File: src/rtl/ctl_vote.sv
// ---------------------------------------------------------------------------
// ctl_vote
// Pipeline power/enable controller. Votes N_VAD voice-activity channels,
// debounces the vote over VAD_HOLD_CYCLES consecutive cycles, then enables
// the PDM clock / feature pipeline until the classifier signals completion
// (falling edge of wake_valid_i) or the max-on watchdog expires. After
// turn-off the block sits in TIMEOUT for TIMEOUT_CYCLES before it can re-arm.
//
// Optional feature macro: CTL_VOTE_STATS_EN
//   defined     -> saturating wake / watchdog statistics counters
//   not defined -> no counter flops, wake_cnt_o / wdog_cnt_o tied to 0
//
// Ports
//   clk_i         in   1       system clock, all logic on posedge
//   rst_i         in   1       synchronous active-high reset
//   vad_i         in   N_VAD   voice activity per channel
//   wake_valid_i  in   1       inference valid; falling edge = inference done
//   en_o          out  1       pipeline/PDM enable (state == ON)
//   busy_o        out  1       high whenever state != IDLE
//   state_o       out  2       IDLE=0, ARM=1, ON=2, TIMEOUT=3
//   watchdog_o    out  1       one-cycle pulse when watchdog forces turn-off
//   wake_cnt_o    out  STAT_W  number of ON entries (saturating)
//   wdog_cnt_o    out  STAT_W  number of watchdog expiries (saturating)
// ---------------------------------------------------------------------------
module ctl_vote #(
   parameter int N_VAD           = 1,
   parameter int VAD_VOTES       = 1,
   parameter int VAD_HOLD_CYCLES = 2,
   parameter int ON_MAX_CYCLES   = 1000,
   parameter int TIMEOUT_CYCLES  = 5,
   parameter int STAT_W          = 16
) (
   input  logic              clk_i,
   input  logic              rst_i,
   input  logic [N_VAD-1:0]  vad_i,
   input  logic              wake_valid_i,
   output logic              en_o,
   output logic              busy_o,
   output logic [1:0]        state_o,
   output logic              watchdog_o,
   output logic [STAT_W-1:0] wake_cnt_o,
   output logic [STAT_W-1:0] wdog_cnt_o
);

   // The one shared counter must hold the largest terminal count of any state.
   localparam int MAX_A = (VAD_HOLD_CYCLES > ON_MAX_CYCLES) ? VAD_HOLD_CYCLES : ON_MAX_CYCLES;
   localparam int MAX_C = (MAX_A > TIMEOUT_CYCLES) ? MAX_A : TIMEOUT_CYCLES;
   localparam int CW    = (MAX_C < 1) ? 1 : $clog2(MAX_C + 1);

   localparam logic [CW-1:0] HOLD_LAST = CW'(VAD_HOLD_CYCLES - 1);
   localparam logic [CW-1:0] ON_LAST   = CW'((ON_MAX_CYCLES == 0) ? 0 : ON_MAX_CYCLES - 1);
   localparam logic [CW-1:0] TO_LAST   = CW'(TIMEOUT_CYCLES - 1);

   typedef enum logic [1:0] {
      IDLE    = 2'd0,
      ARM     = 2'd1,
      ON      = 2'd2,
      TIMEOUT = 2'd3
   } state_e;

   state_e          state_q, state_d;
   logic [CW-1:0]   counter_q, counter_d;
   logic            wakeValid_q;
   logic            watchdog_q, watchdog_d;
   logic [31:0]     voteCount;
   logic            vote;
   logic            fall;

   // Count how many channels report voice activity this cycle; the vote
   // passes once at least VAD_VOTES of them agree.
   always_comb begin
      voteCount = '0;
      for (int i = 0; i < N_VAD; i++) begin
         voteCount = voteCount + 32'(vad_i[i]);
      end
   end

   assign vote = (voteCount >= 32'(VAD_VOTES));
   assign fall = wakeValid_q & ~wake_valid_i;

   // State, shared counter, registered wake_valid for edge detection and the
   // registered watchdog pulse.
   always_ff @(posedge clk_i) begin
      if (rst_i) begin
         state_q     <= IDLE;
         counter_q   <= '0;
         wakeValid_q <= 1'b0;
         watchdog_q  <= 1'b0;
      end else begin
         state_q     <= state_d;
         counter_q   <= counter_d;
         wakeValid_q <= wake_valid_i;
         watchdog_q  <= watchdog_d;
      end
   end

   // Next-state logic. A fall outside ON is simply not looked at, so it
   // cannot be remembered into a later ON period. In ON the fall check comes
   // before the watchdog check so a same-cycle collision is treated as a
   // normal completion and no watchdog pulse is raised. With the watchdog
   // disabled the counter saturates instead of wrapping.
   always_comb begin
      state_d    = state_q;
      counter_d  = counter_q;
      watchdog_d = 1'b0;
      case (state_q)
         IDLE: begin
            counter_d = '0;
            if (vote) begin
               if (VAD_HOLD_CYCLES == 1) begin
                  state_d = ON;
               end else begin
                  state_d   = ARM;
                  counter_d = CW'(1);
               end
            end
         end
         ARM: begin
            if (!vote) begin
               state_d   = IDLE;
               counter_d = '0;
            end else if (counter_q == HOLD_LAST) begin
               state_d   = ON;
               counter_d = '0;
            end else begin
               counter_d = counter_q + CW'(1);
            end
         end
         ON: begin
            if (fall) begin
               state_d   = TIMEOUT;
               counter_d = '0;
            end else if ((ON_MAX_CYCLES != 0) && (counter_q == ON_LAST)) begin
               state_d    = TIMEOUT;
               counter_d  = '0;
               watchdog_d = 1'b1;
            end else if (counter_q != '1) begin
               counter_d = counter_q + CW'(1);
            end
         end
         TIMEOUT: begin
            if (counter_q == TO_LAST) begin
               state_d   = IDLE;
               counter_d = '0;
            end else begin
               counter_d = counter_q + CW'(1);
            end
         end
         default: begin
            state_d   = IDLE;
            counter_d = '0;
         end
      endcase
   end

   assign en_o       = (state_q == ON);
   assign busy_o     = (state_q != IDLE);
   assign state_o    = state_q;
   assign watchdog_o = watchdog_q;

`ifdef CTL_VOTE_STATS_EN
   logic [STAT_W-1:0] wakeCnt_q;
   logic [STAT_W-1:0] wdogCnt_q;
   logic              wakeEvent;

   assign wakeEvent = (state_d == ON) && (state_q != ON);

   // Statistics update on the same edge as the event they record and stick
   // at all-ones; only reset clears them.
   always_ff @(posedge clk_i) begin
      if (rst_i) begin
         wakeCnt_q <= '0;
         wdogCnt_q <= '0;
      end else begin
         if (wakeEvent && (wakeCnt_q != '1)) begin
            wakeCnt_q <= wakeCnt_q + STAT_W'(1);
         end
         if (watchdog_d && (wdogCnt_q != '1)) begin
            wdogCnt_q <= wdogCnt_q + STAT_W'(1);
         end
      end
   end

   assign wake_cnt_o = wakeCnt_q;
   assign wdog_cnt_o = wdogCnt_q;
`else
   assign wake_cnt_o = '0;
   assign wdog_cnt_o = '0;
`endif

endmodule

File: config.mk
export PLATFORM = sky130hd
export DESIGN_NAME = ctl_vote
export DESIGN_NICKNAME = d
export VERILOG_FILES = /design/src/rtl/ctl_vote.sv
export SDC_FILE = /design/constraint.sdc
export NUM_CORES = 1
export LEC_CHECK = 0
export BUFFER_PORTS_ARGS = -buffer_cell sky130_fd_sc_hd__buf_2
export CORE_MARGIN = 10
export CORE_UTILIZATION = 44
export CTS_BUF_LIST = sky130_fd_sc_hd__clkbuf_16
export DETAILED_ROUTE_END_ITERATION = 10
export GPL_ROUTABILITY_DRIVEN = 0
export GPL_TIMING_DRIVEN = 1
export PLACE_DENSITY = 0.75
export RECOVER_POWER = 50
export SETUP_SLACK_MARGIN = 0.02
export SLEW_MARGIN = 20
export SYNTH_ARGS = -nofsm -noshare
export SYNTH_HDL_FRONTEND = slang
export SYNTH_SLANG_ARGS = --single-unit
export TNS_END_PERCENT = 100
File: constraint.sdc
create_clock -name clk_i -period 1.7 [get_ports clk_i]
set_clock_uncertainty 0.1 [all_clocks]
set_input_delay 0.255 -clock clk_i [delete_from_list [all_inputs] [get_ports clk_i]]
set_output_delay 0.255 -clock clk_i [all_outputs]
set_load 0.05 [all_outputs]
==> results of run 1 <==
[cells in the mapped netlist, types with 2 or more instances]
master	count	area (µm²)
sky130_fd_sc_hd__buf_4	32	240
sky130_fd_sc_hd__dfxtp_1	14	280
sky130_fd_sc_hd__inv_1	6	22.5
sky130_fd_sc_hd__nor2_1	6	22.5
sky130_fd_sc_hd__a21oi_1	5	25.0
sky130_fd_sc_hd__a311oi_1	5	43.8
sky130_fd_sc_hd__nand2_1	5	18.8
sky130_fd_sc_hd__nand3_1	5	25.0
sky130_fd_sc_hd__a31oi_1	4	25.0
sky130_fd_sc_hd__nand4_1	4	25.0
sky130_fd_sc_hd__nor2b_1	4	25.0
sky130_fd_sc_hd__nor3_1	4	20.0
sky130_fd_sc_hd__a2111oi_2	3	45.0
sky130_fd_sc_hd__buf_2	3	15.0
sky130_fd_sc_hd__ha_1	3	37.5
sky130_fd_sc_hd__nor4_2	3	37.5
sky130_fd_sc_hd__o21bai_1	3	22.5
sky130_fd_sc_hd__and3_1	2	12.5
sky130_fd_sc_hd__and4_1	2	17.5
sky130_fd_sc_hd__o21ai_0	2	10.0
sky130_fd_sc_hd__or2_2	2	12.5
[registers in the layout (all words and copies together), names as in the netlist, named ones only]
register	cells
wakeValid_q	1
watchdog_o	1
counter_q	10
state_o	1
[per-stage QoR]
stage	TNS (ns)	power (mW)	std cells	util (%)	instance area (µm²)
after global routing	-0.367	1.12	186	53.6	1330
after detailed placement	-0.0381	0.624	179	49.1	1220
after CTS	0	1.09	185	53.1	1320
after floorplan	0	0.645	164	-	1290
after global placement	-0.00804	0.621	179	49.1	1220
final	0	1.08	186	53.6	1330
[layer usage]
metal / vias up / wire, µm / global-route usage [%]
met1: 465 / 1200 / 12.1
met2: 34 / 1300 / 16.3
met5: - / 0 / 0
met3: 2 / 202 / 4.32
met4: 0 / 27 / 3.87
li1: 471 / - / -
[cell type report]
type / instances / share of cell area [%]
Clock buffer: 3 / 5.66
Tap cell: 30 / 2.83
Timing Repair Buffer: 24 / 12.7
Sequential cell: 14 / 21.8
Inverter: 6 / 1.70
Multi-Input combinational cell: 108 / 55.0
Clock inverter: 1 / 0.283
[worst register-to-register path, cell delays in order, from the launching register on]
cell and delay [ns]:
sky130_fd_sc_hd__dfxtp_2 0.37, sky130_fd_sc_hd__ha_2 0.21, sky130_fd_sc_hd__and4bb_2 0.28, sky130_fd_sc_hd__nand3_2 0.12
sky130_fd_sc_hd__a211oi_4 0.26, sky130_fd_sc_hd__buf_12 0.17, sky130_fd_sc_hd__a311oi_1 0.05
[power groups by stage]
stage	combinational [mW]	clock (mW)	sequential, mW
after floorplan	0.281	0	0.364
final	0.276	0.459	0.348
after detailed placement	0.270	0	0.354
after CTS	0.271	0.467	0.347
after global routing	0.291	0.477	0.349
after global placement	0.268	0	0.353
[repair_timing]
action,CTS,global route
cloned,0,0
resized for setup,1,3
setup buffers,2,1
pin swaps,2,3
setup endpoints to repair,9,12
[cells by family after synthesis]
family | after synthesis | share of synthesized area (%)
flops | 14 | 24.4
other cells | 1 | 0.327
fa+ha+maj | 3 | 3.27
buf+inv | 42 | 24.5
compound gates | 28 | 21.2
simple gates | 45 | 26.3
[how the worst max path moves through the flow]
stage / to / slack, ns / depth (start not counted)
after floorplan: counter_q[2] / 0.02 / 5
after global placement: counter_q[4] / -0.007 / 7
after detailed placement: counter_q[4] / -0.04 / 7
after CTS: counter_q[3] / 0.01 / 6
after global routing: counter_q[5] / -0.05 / 6
final: counter_q[3] / 0.004 / 6
==> impl_metrics.py, run 1 <==
metrics = {
    "yosys": {
        "synth_enable_flop_cells": 0,
        "synth.distinct_cells": 37,
        "netlist_instances": 133,
        "yosys_warns": 0,
        "postSynthRegisterBits": 14,
        "ys_async_sr_fraction_pct": 0,
        "syn-mean-instance-area_um2": 8.63,
        "syn_area_um2": 1150,
        "postSynth.topFlopCell": "sky130_fd_sc_hd__dfxtp_1",
        "seq_area_frac_synth_pct": 24.4,
    },
    "die": {
        "initial_core_util_pct": 46.3,
        "core-area_um2": 2480,
        "design.portCount": 41,
        "std_cell_rows": 18,
        "die-height_um": 71.1,
        "floorplan_die_width_um": 71.1,
        "die_area_um2": 5050,
    },
    "sta": {
        "maxSlewHeadroom_pct": 59.8,
        "period_needed_ns": 1.70,
        "hold_viol_final": 0,
        "final.period_utilization_pct": 99.7,
        "fmax_mhz": 590,
        "timing.final.ws_setup_ns": 0.00448,
        "report.final.slew_viol_count": 0,
        "rsz0062_at_grt": "yes",
        "worst_hold_slack_ns": 0.145,
        "tightestPinTransition_ns": 0.605,
        "setup_violation_total_in_the_final_timing_report": 0,
    },
    "cts": {
        "cts_max_path_buffers": 2,
        "cts_root_buffer": "sky130_fd_sc_hd__clkbuf_16",
        "sink_count": 14,
        "cts_made_buffers": 3,
        "cts_tree": "yes",
        "clk_pin_slew_ns": 0.05,
        "cts-hold-fix-buffers": 0,
        "htreeDepth": 1,
        "clock_latency_ns": 0.25,
    },
    "worst_setup_path": {
        "cp_slowest_cell": "sky130_fd_sc_hd__dfxtp_2",
        "timing.critical_path.required_ns": 1.71,
        "critical_path_peak_fanout": 9,
        "worstPathBufferInverterCount": 1,
        "reg2regPathDepth": 6,
        "crit-reg2reg-launch": "counter_q[0]",
        "timing.rr.end": "counter_q[3]",
        "worst-endpoint-arrival_ns": 1.71,
        "crit_family": "simple AND/OR/NAND/NOR gates",
        "cp_cell_sequence": "ha_2 > and4bb_2 > nand3_2 > a211oi_4 > buf_12 > a311oi_1",
        "slowest_delay_ns": 0.37,
        "critical_path.startpoint_type": "register",
        "timing.critical_path.to_type": "register",
        "timing.setup.critical_path_class": "register to register",
        "cp-startpoint": "counter_q[0]",
        "reg2reg_slack_ns": 0.004,
    },
    "pwr": {
        "net-switching-power_mw": 0.389,
        "power_report.internal_total_mw": 0.694,
        "cellPowerDensity_nw_per_um2": 816,
        "peak_supply_drop_mv": 0.907,
        "power_switching_share_pct": 35.9,
        "power.clock.fraction_pct": 42.4,
        "static-leakage-power_nw": 0.531,
        "power.share.sequential_pct": 32.1,
        "combPwrFrac_pct": 25.5,
    },
    "place": {
        "dp.final_hpwl_um": 2070,
        "portBuffers": 8,
        "pre_cts_slack_ns": -0.0380,
    },
    "routing": {
        "route.final.wire_length_um": 2730,
        "dr.pass1.iters": 4,
        "drc_errors": 0,
        "drt-initial-drc-count": 57,
        "num_vias": 972,
        "routed_via_density": 5.23,
        "route.antenna.remaining_nets": 0,
        "detail_route.wl_per_cell_um": 14.7,
    },
    "finish": {
        "storage_cell_area_um2": 289,
        "fin_nets": 164,
        "fraction_of_layout_cells_with_a_size_suffix_above_1_pct": 32.7,
        "fillCellCount": 220,
        "area_of_the_multi_input_gates_um2": 731,
        "most_frequent_cells_in_the_layout": "32 x sky130_fd_sc_hd__conb_1, 15 x sky130_fd_sc_hd__buf_4, 9 x sky130_fd_sc_hd__dfxtp_1",
        "commonest_non_fill_non_tap_cell_in_the_layout": "sky130_fd_sc_hd__conb_1",
        "synthToLayoutAreaGrowth_pct": 15.7,
        "insertedDiodeCount": 0,
    },
    "hold_path": {
        "worst_hold_path.endpoint": "wakeValid_q",
        "min_from": "wake_valid_i",
        "holdCritPathClass": "input port to register",
        "hold_path_depth": 2,
    },
    "job": {
        "drv_cap": 0,
    },
    "global_routing": {
        "grt_pass1_wl_um": 4490,
        "gr-usage-all-layers_pct": 10.3,
        "grt_pass1_vias": 977,
        "antenna_found_initial": 0,
        "global_route.overflow_total": 0,
        "grt_max_degree": 15,
    },
    "outcome": {
        "status": "complete, no violations",
    },
}
(Power assumes the default switching activity.)
==> inputs of run 2 (changes only) <==
- ABC_AREA: not set -> 1
==> impl_metrics.py, run 2 <==
metrics = {
    "outcome": {
        "status": "complete, no violations",
    },
    "die": {
        "floorplan_die_width_um": 70.5,
        "die-height_um": 70.5,
        "design.portCount": 41,
        "std_cell_rows": 18,
        "die_area_um2": 4960,
        "initial_core_util_pct": 45.6,
        "core-area_um2": 2450,
    },
    "finish": {
        "synthToLayoutAreaGrowth_pct": 6.03,
        "fin_nets": 178,
        "max_ffs_per_register": 10,
        "finalCoreUtilization_pct": 48.4,
        "fillCellCount": 255,
        "final_cell_count_no_fill": 199,
        "insertedDiodeCount": 0,
        "finish.instance_area_um2": 1190,
        "most_frequent_cells_in_the_layout": "32 x sky130_fd_sc_hd__conb_1, 29 x sky130_fd_sc_hd__nand2_1, 19 x sky130_fd_sc_hd__nor2_1",
        "largest_register": "counter_q",
        "commonest_non_fill_non_tap_cell_in_the_layout": "sky130_fd_sc_hd__conb_1",
        "fraction_of_layout_cells_with_a_size_suffix_above_1_pct": 24.9,
    },
    "global_routing": {
        "gr-usage-all-layers_pct": 8.44,
        "groute.layer.met1.usage_pct": 8.56,
        "globalRouteMet2Util_pct": 14.6,
        "grt_pass1_wl_um": 3580,
        "grt_pass1_vias": 874,
        "grt_most_used_layer": "met2",
        "grt_max_degree": 10,
        "antenna_found_initial": 0,
        "global_route.overflow_total": 0,
        "grt.met3_usage_pct": 3.25,
    },
    "cts": {
        "cts_tree": "yes",
        "cts_made_buffers": 3,
        "sink_count": 14,
        "clk_pin_slew_ns": 0.05,
        "cts_max_path_buffers": 2,
        "clock_latency_ns": 0.25,
        "cts-hold-fix-buffers": 0,
        "post_cts.repair.setup_buffers": 0,
        "cts_root_buffer": "sky130_fd_sc_hd__clkbuf_16",
        "htreeDepth": 1,
    },
    "yosys": {
        "yosys.cell_count.top_type": "sky130_fd_sc_hd__buf_4",
        "postSynthRegisterBits": 14,
        "ys_async_sr_fraction_pct": 0,
        "synth.largest_area_cell": "sky130_fd_sc_hd__dfxtp_1",
        "netlist_instances": 158,
        "postSynth.topFlopCell": "sky130_fd_sc_hd__dfxtp_1",
        "synth_enable_flop_cells": 0,
        "netlist_top_cells_area": "sky130_fd_sc_hd__dfxtp_1 25%, sky130_fd_sc_hd__buf_4 21%, sky130_fd_sc_hd__nand2_1 10%, sky130_fd_sc_hd__nor2_1 6.7%, sky130_fd_sc_hd__inv_1 6.4%",
        "syn_area_um2": 1120,
        "ys_top_cells_by_count": "32 x sky130_fd_sc_hd__buf_4, 30 x sky130_fd_sc_hd__nand2_1, 20 x sky130_fd_sc_hd__nor2_1",
        "syn-mean-instance-area_um2": 7.09,
        "yosys_warns": 0,
        "post-synth-top-area-fraction_pct": 25.0,
        "seq_area_frac_synth_pct": 25.0,
        "synth.distinct_cells": 23,
    },
    "place": {
        "pre_cts_slack_ns": 0.0485,
        "postPlaceCellArea_um2": 1080,
        "placed_cells_incl_taps": 196,
        "dp.final_hpwl_um": 1770,
        "portBuffers": 8,
    },
    "worst_setup_path": {
        "cp_cell_sequence": "buf_6 > inv_4 > ha_2 > nand3_2 > nor2_2 > nand2_1 > nand2_2 > nand2_2 > nor2_4 > nand3_2 > nand2_1 > a21oi_2",
        "crit-reg2reg-launch": "counter_q[0]",
        "critical_path_peak_fanout": 4,
        "timing.setup.critical_path_class": "register to register",
        "worstPathBufferInverterCount": 2,
        "critical_path.startpoint_type": "register",
        "timing.critical_path.to_type": "register",
        "timing.critical_path.required_ns": 1.74,
        "worst-endpoint-arrival_ns": 1.65,
        "reg2regPathDepth": 12,
        "slowest_delay_ns": 0.33,
        "cp_slowest_cell": "sky130_fd_sc_hd__dfxtp_2",
        "crit_family": "simple AND/OR/NAND/NOR gates",
        "reg2reg_slack_ns": 0.09,
    },
    "pwr": {
        "peak_supply_drop_mv": 0.560,
        "net-switching-power_mw": 0.435,
        "power.share.sequential_pct": 31.6,
        "static-leakage-power_nw": 0.523,
        "power_switching_share_pct": 38.1,
        "power.clock.fraction_pct": 38.8,
        "power_report.internal_total_mw": 0.708,
        "combPwrFrac_pct": 29.6,
        "cellPowerDensity_nw_per_um2": 963,
    },
    "hold_path": {
        "holdCritPathClass": "input port to register",
        "hold_path_depth": 2,
        "min_from": "rst_i",
    },
    "routing": {
        "routed_via_density": 4.26,
        "dr.pass1.iters": 4,
        "route.antenna.remaining_nets": 0,
        "drt-initial-drc-count": 29,
        "num_vias": 848,
        "detail_route.wl_per_cell_um": 11.3,
        "drc_errors": 0,
        "route.final.wire_length_um": 2240,
    },
    "sta": {
        "timing.final.ws_setup_ns": 0.0887,
        "tightestPinTransition_ns": 0.602,
        "maxSlewHeadroom_pct": 60.0,
        "setup_violation_total_in_the_final_timing_report": 0,
        "fin_setup_tns_ns": 0,
        "report.final.slew_viol_count": 0,
        "period_needed_ns": 1.61,
        "fmax_mhz": 621,
        "hold_viol_final": 0,
        "final.period_utilization_pct": 94.8,
    },
    "job": {
        "drv_cap": 0,
    },
}
[run 2: kinds of logic (layout without fill, tap and decap cells)]
family | Yosys count | after routing | synth area share (%)
AO/OA/AOI/OAI | 9 | 9 | 5.36
XOR/XNOR | 2 | 2 | 1.56
adder cells (fa/ha/maj) | 3 | 3 | 3.35
buffers and inverters | 53 | 33 | 28.5
flip-flops | 14 | 14 | 25.0
other | 1 | 32 | 0.335
AND/OR/NAND/NOR | 76 | 76 | 35.9
[run 2: stage by stage]
step                power [mW]  hold slack (ns)
finish                    1.14            0.121
global route              1.19            0.123
CTS                       1.14            0.122
detailed placement       0.692            0.379
global placement         0.690            0.369
floorplan                0.708            0.210
[run 2: how the worst max path moves through the flow]
stage | start | cells past startpoint | end
2_1_floorplan | register | 7 | register
3_3_place_gp | counter_q[1] | 9 | counter_q[2]
3_5_place_dp | counter_q[1] | 9 | counter_q[2]
4_1_cts | counter_q[1] | 9 | counter_q[2]
5_1_grt | counter_q[2] | 9 | register
6_report | counter_q[0] | 12 | register
[run 2: area by class of cell]
cell class                      count  area (µm²)  area share [%]
Inverter                           21        81.3            6.85
Clock buffer                        3        75.1            6.32
Timing Repair Buffer                9        47.5            4.00
Tap cell                           30        37.5            3.16
Multi-Input combinational cell    122         661            55.6
Sequential cell                    14         285            24.0
[run 2: routing by layer]
metal | vias up | share of wire (%)
met5 | - | 0
met4 | 0 | 1.6
met3 | 5 | 6.2
met2 | 26 | 50
met1 | 379 | 42
li1 | 438 | -
[run 2: repair_timing]
item                                    in CTS  in global routing
endpoints found under the setup margin       0                 11
endpoints found under the hold margin        0                  0
gates resized for setup                      0                 12
[run 2: worst reg2reg max path: stages (launching register included)]
cell and delay, ns:
sky130_fd_sc_hd__dfxtp_2 0.33, sky130_fd_sc_hd__buf_6 0.13, sky130_fd_sc_hd__inv_4 0.05, sky130_fd_sc_hd__ha_2 0.17, sky130_fd_sc_hd__nand3_2 0.09, sky130_fd_sc_hd__nor2_2 0.11, sky130_fd_sc_hd__nand2_1 0.06, sky130_fd_sc_hd__nand2_2 0.09
sky130_fd_sc_hd__nand2_2 0.07, sky130_fd_sc_hd__nor2_4 0.12, sky130_fd_sc_hd__nand3_2 0.07, sky130_fd_sc_hd__nand2_1 0.08, sky130_fd_sc_hd__a21oi_2 0.05
[run 2: power by group through the flow]
stage               clock network [mW]  registers, mW  logic (mW)
global placement                     0          0.362       0.327
finish                           0.443          0.361       0.339
floorplan                            0          0.384       0.325
detailed placement                   0          0.363       0.329
CTS                              0.452          0.357       0.330
global route                     0.463          0.363       0.364
==> inputs of run 3 (changes only) <==
- PLACE_DENSITY: 0.75 -> 0.76
==> impl_metrics.py, run 3 (synthesis results as in run 2) <==
metrics = {
    "sta": {
        "period_needed_ns": 1.61,
        "report.final.slew_viol_count": 0,
        "setup_violation_total_in_the_final_timing_report": 0,
        "rsz0062_at_grt": "no",
        "worst_hold_slack_ns": 0.121,
        "maxSlewHeadroom_pct": 59.8,
        "tightestPinTransition_ns": 0.605,
        "fmax_mhz": 619,
        "fin_setup_tns_ns": 0,
        "final.period_utilization_pct": 95.0,
        "hold_viol_final": 0,
    },
    "global_routing": {
        "antenna_found_initial": 0,
        "grt_most_used_layer": "met2",
        "grt_pass1_vias": 985,
        "global_route.overflow_total": 0,
        "globalRouteMet2Util_pct": 15.9,
        "gr-usage-all-layers_pct": 9.50,
        "groute.layer.met1.usage_pct": 8.64,
        "grt.met3_usage_pct": 3.81,
        "grt_max_degree": 10,
        "grt_pass1_wl_um": 3930,
    },
    "worst_setup_path": {
        "timing.rr.end": "counter_q[0]",
        "timing.setup.critical_path_class": "register to register",
        "timing.critical_path.required_ns": 1.73,
        "reg2regPathDepth": 9,
        "cp_slowest_cell": "sky130_fd_sc_hd__dfxtp_2",
        "critical_path_peak_fanout": 4,
        "reg2reg_slack_ns": 0.09,
        "worst_path_most_repeated_cell": "sky130_fd_sc_hd__nor2_4",
        "cp_cell_sequence": "ha_2 > nand3_2 > nor2_4 > nand3_1 > nor2_4 > buf_4 > nor2_1 > nand2_1 > a21oi_1",
        "worst-endpoint-arrival_ns": 1.64,
        "slowest_delay_ns": 0.35,
        "crit-reg2reg-launch": "counter_q[1]",
        "timing.critical_path.to_type": "register",
        "critical_path.startpoint_type": "register",
    },
    "finish": {
        "fraction_of_layout_cells_with_a_size_suffix_above_1_pct": 26.2,
        "commonest_non_fill_non_tap_cell_in_the_layout": "sky130_fd_sc_hd__conb_1",
        "fin_nets": 181,
        "max_ffs_per_register": 10,
        "most_frequent_cells_in_the_layout": "32 x sky130_fd_sc_hd__conb_1, 29 x sky130_fd_sc_hd__nand2_1, 19 x sky130_fd_sc_hd__nor2_1",
        "fillCellCount": 252,
        "largest_register": "counter_q",
        "synthToLayoutAreaGrowth_pct": 8.49,
        "insertedDiodeCount": 0,
        "area_of_the_multi_input_gates_um2": 666,
        "finalCoreUtilization_pct": 49.5,
        "storage_cell_area_um2": 285,
    },
    "die": {
        "floorplan_die_width_um": 70.5,
        "design.portCount": 41,
        "die-height_um": 70.5,
        "initial_core_util_pct": 45.6,
        "die_area_um2": 4960,
        "core-area_um2": 2450,
        "std_cell_rows": 18,
    },
    "routing": {
        "drc_errors": 0,
        "dr.pass1.iters": 4,
        "route.antenna.remaining_nets": 0,
        "detail_route.wl_per_cell_um": 11.6,
        "drt-initial-drc-count": 27,
        "routed_via_density": 4.37,
        "route.final.wire_length_um": 2350,
        "num_vias": 883,
    },
    "cts": {
        "cts_root_buffer": "sky130_fd_sc_hd__clkbuf_16",
        "cts-hold-fix-buffers": 0,
        "cts_max_path_buffers": 2,
        "sink_count": 14,
        "clock_latency_ns": 0.24,
        "htreeDepth": 1,
        "clk_pin_slew_ns": 0.05,
        "cts_tree": "yes",
        "cts_made_buffers": 3,
    },
    "pwr": {
        "cellPowerDensity_nw_per_um2": 943,
        "peak_supply_drop_mv": 0.556,
        "combPwrFrac_pct": 30.2,
        "power.share.sequential_pct": 31.4,
        "power_report.internal_total_mw": 0.710,
        "static-leakage-power_nw": 0.541,
        "net-switching-power_mw": 0.435,
        "power_switching_share_pct": 38.0,
        "power.clock.fraction_pct": 38.4,
    },
    "outcome": {
        "status": "complete, no violations",
    },
    "hold_path": {
        "min_from": "rst_i",
        "hold_path_depth": 2,
        "holdCritPathClass": "input port to register",
    },
    "place": {
        "portBuffers": 8,
        "dp.final_hpwl_um": 1830,
    },
    "job": {
        "drv_cap": 0,
    },
}
==> run 3: critical path: cells and delay by family, from the launching register on <==
family | cells | cell delay, ns
compound gates | 1 | 0.06
flops | 1 | 0.35
fa+ha+maj | 1 | 0.21
simple gates | 6 | 0.63
buf+inv | 1 | 0.15
==> run 3: power by group through the flow <==
stage / Combinational (mW) / Clock (mW) / Sequential (mW)
6_report: 0.346 / 0.440 / 0.360
5_1_grt: 0.370 / 0.466 / 0.363
4_1_cts: 0.332 / 0.453 / 0.358
3_5_place_dp: 0.332 / 0 / 0.364
3_3_place_gp: 0.327 / 0 / 0.363
2_1_floorplan: 0.325 / 0 / 0.384
==> run 3: final cells by class <==
class	instances	area share (%)
inverter	21	6.69
clock buffer	3	6.18
multi-input combinational	122	54.8
tap	30	3.09
timing repair buffer	12	5.77
sequential	14	23.5
==> run 3: timing repair <==
action | in CTS | in global routing
gates resized for setup | 0 | 12
setup endpoints to repair | 1 | 12
buffers inserted | 3 | 0
pin swaps | 1 | 4
==> run 3: worst max path at each step <==
| stage | start | to | slack [ns] | cells past startpoint |
|---|---|---|---|---|
| after floorplan | register | register | 0.16 | 7 |
| final | counter_q[1] | counter_q[0] | 0.09 | 9 |
| after global placement | counter_q[1] | counter_q[2] | 0.08 | 9 |
| after detailed placement | counter_q[1] | counter_q[2] | 0.04 | 9 |
| after CTS | counter_q[1] | counter_q[3] | 0.06 | 9 |
| after global routing | counter_q[1] | counter_q[0] | 0.006 | 9 |
==> run 3: through the flow <==
stage | cells | total power, mW | setup WS [ns] | cell area (µm²)
floorplan | 189 | 0.708 | 0.157 | 1240
global placement | 196 | 0.690 | 0.0799 | 1080
detailed placement | 196 | 0.695 | 0.0411 | 1080
CTS | 202 | 1.14 | 0.0611 | 1180
global route | 202 | 1.20 | 0.00625 | 1210
finish | 202 | 1.15 | 0.0853 | 1210
==> run 3: layer usage <==
layer  routed length [µm]  share of wire (%)
met3                  190                8.1
met4                   91                3.9
met2                 1120                 48
met1                  944                 40
met5                    0                  0
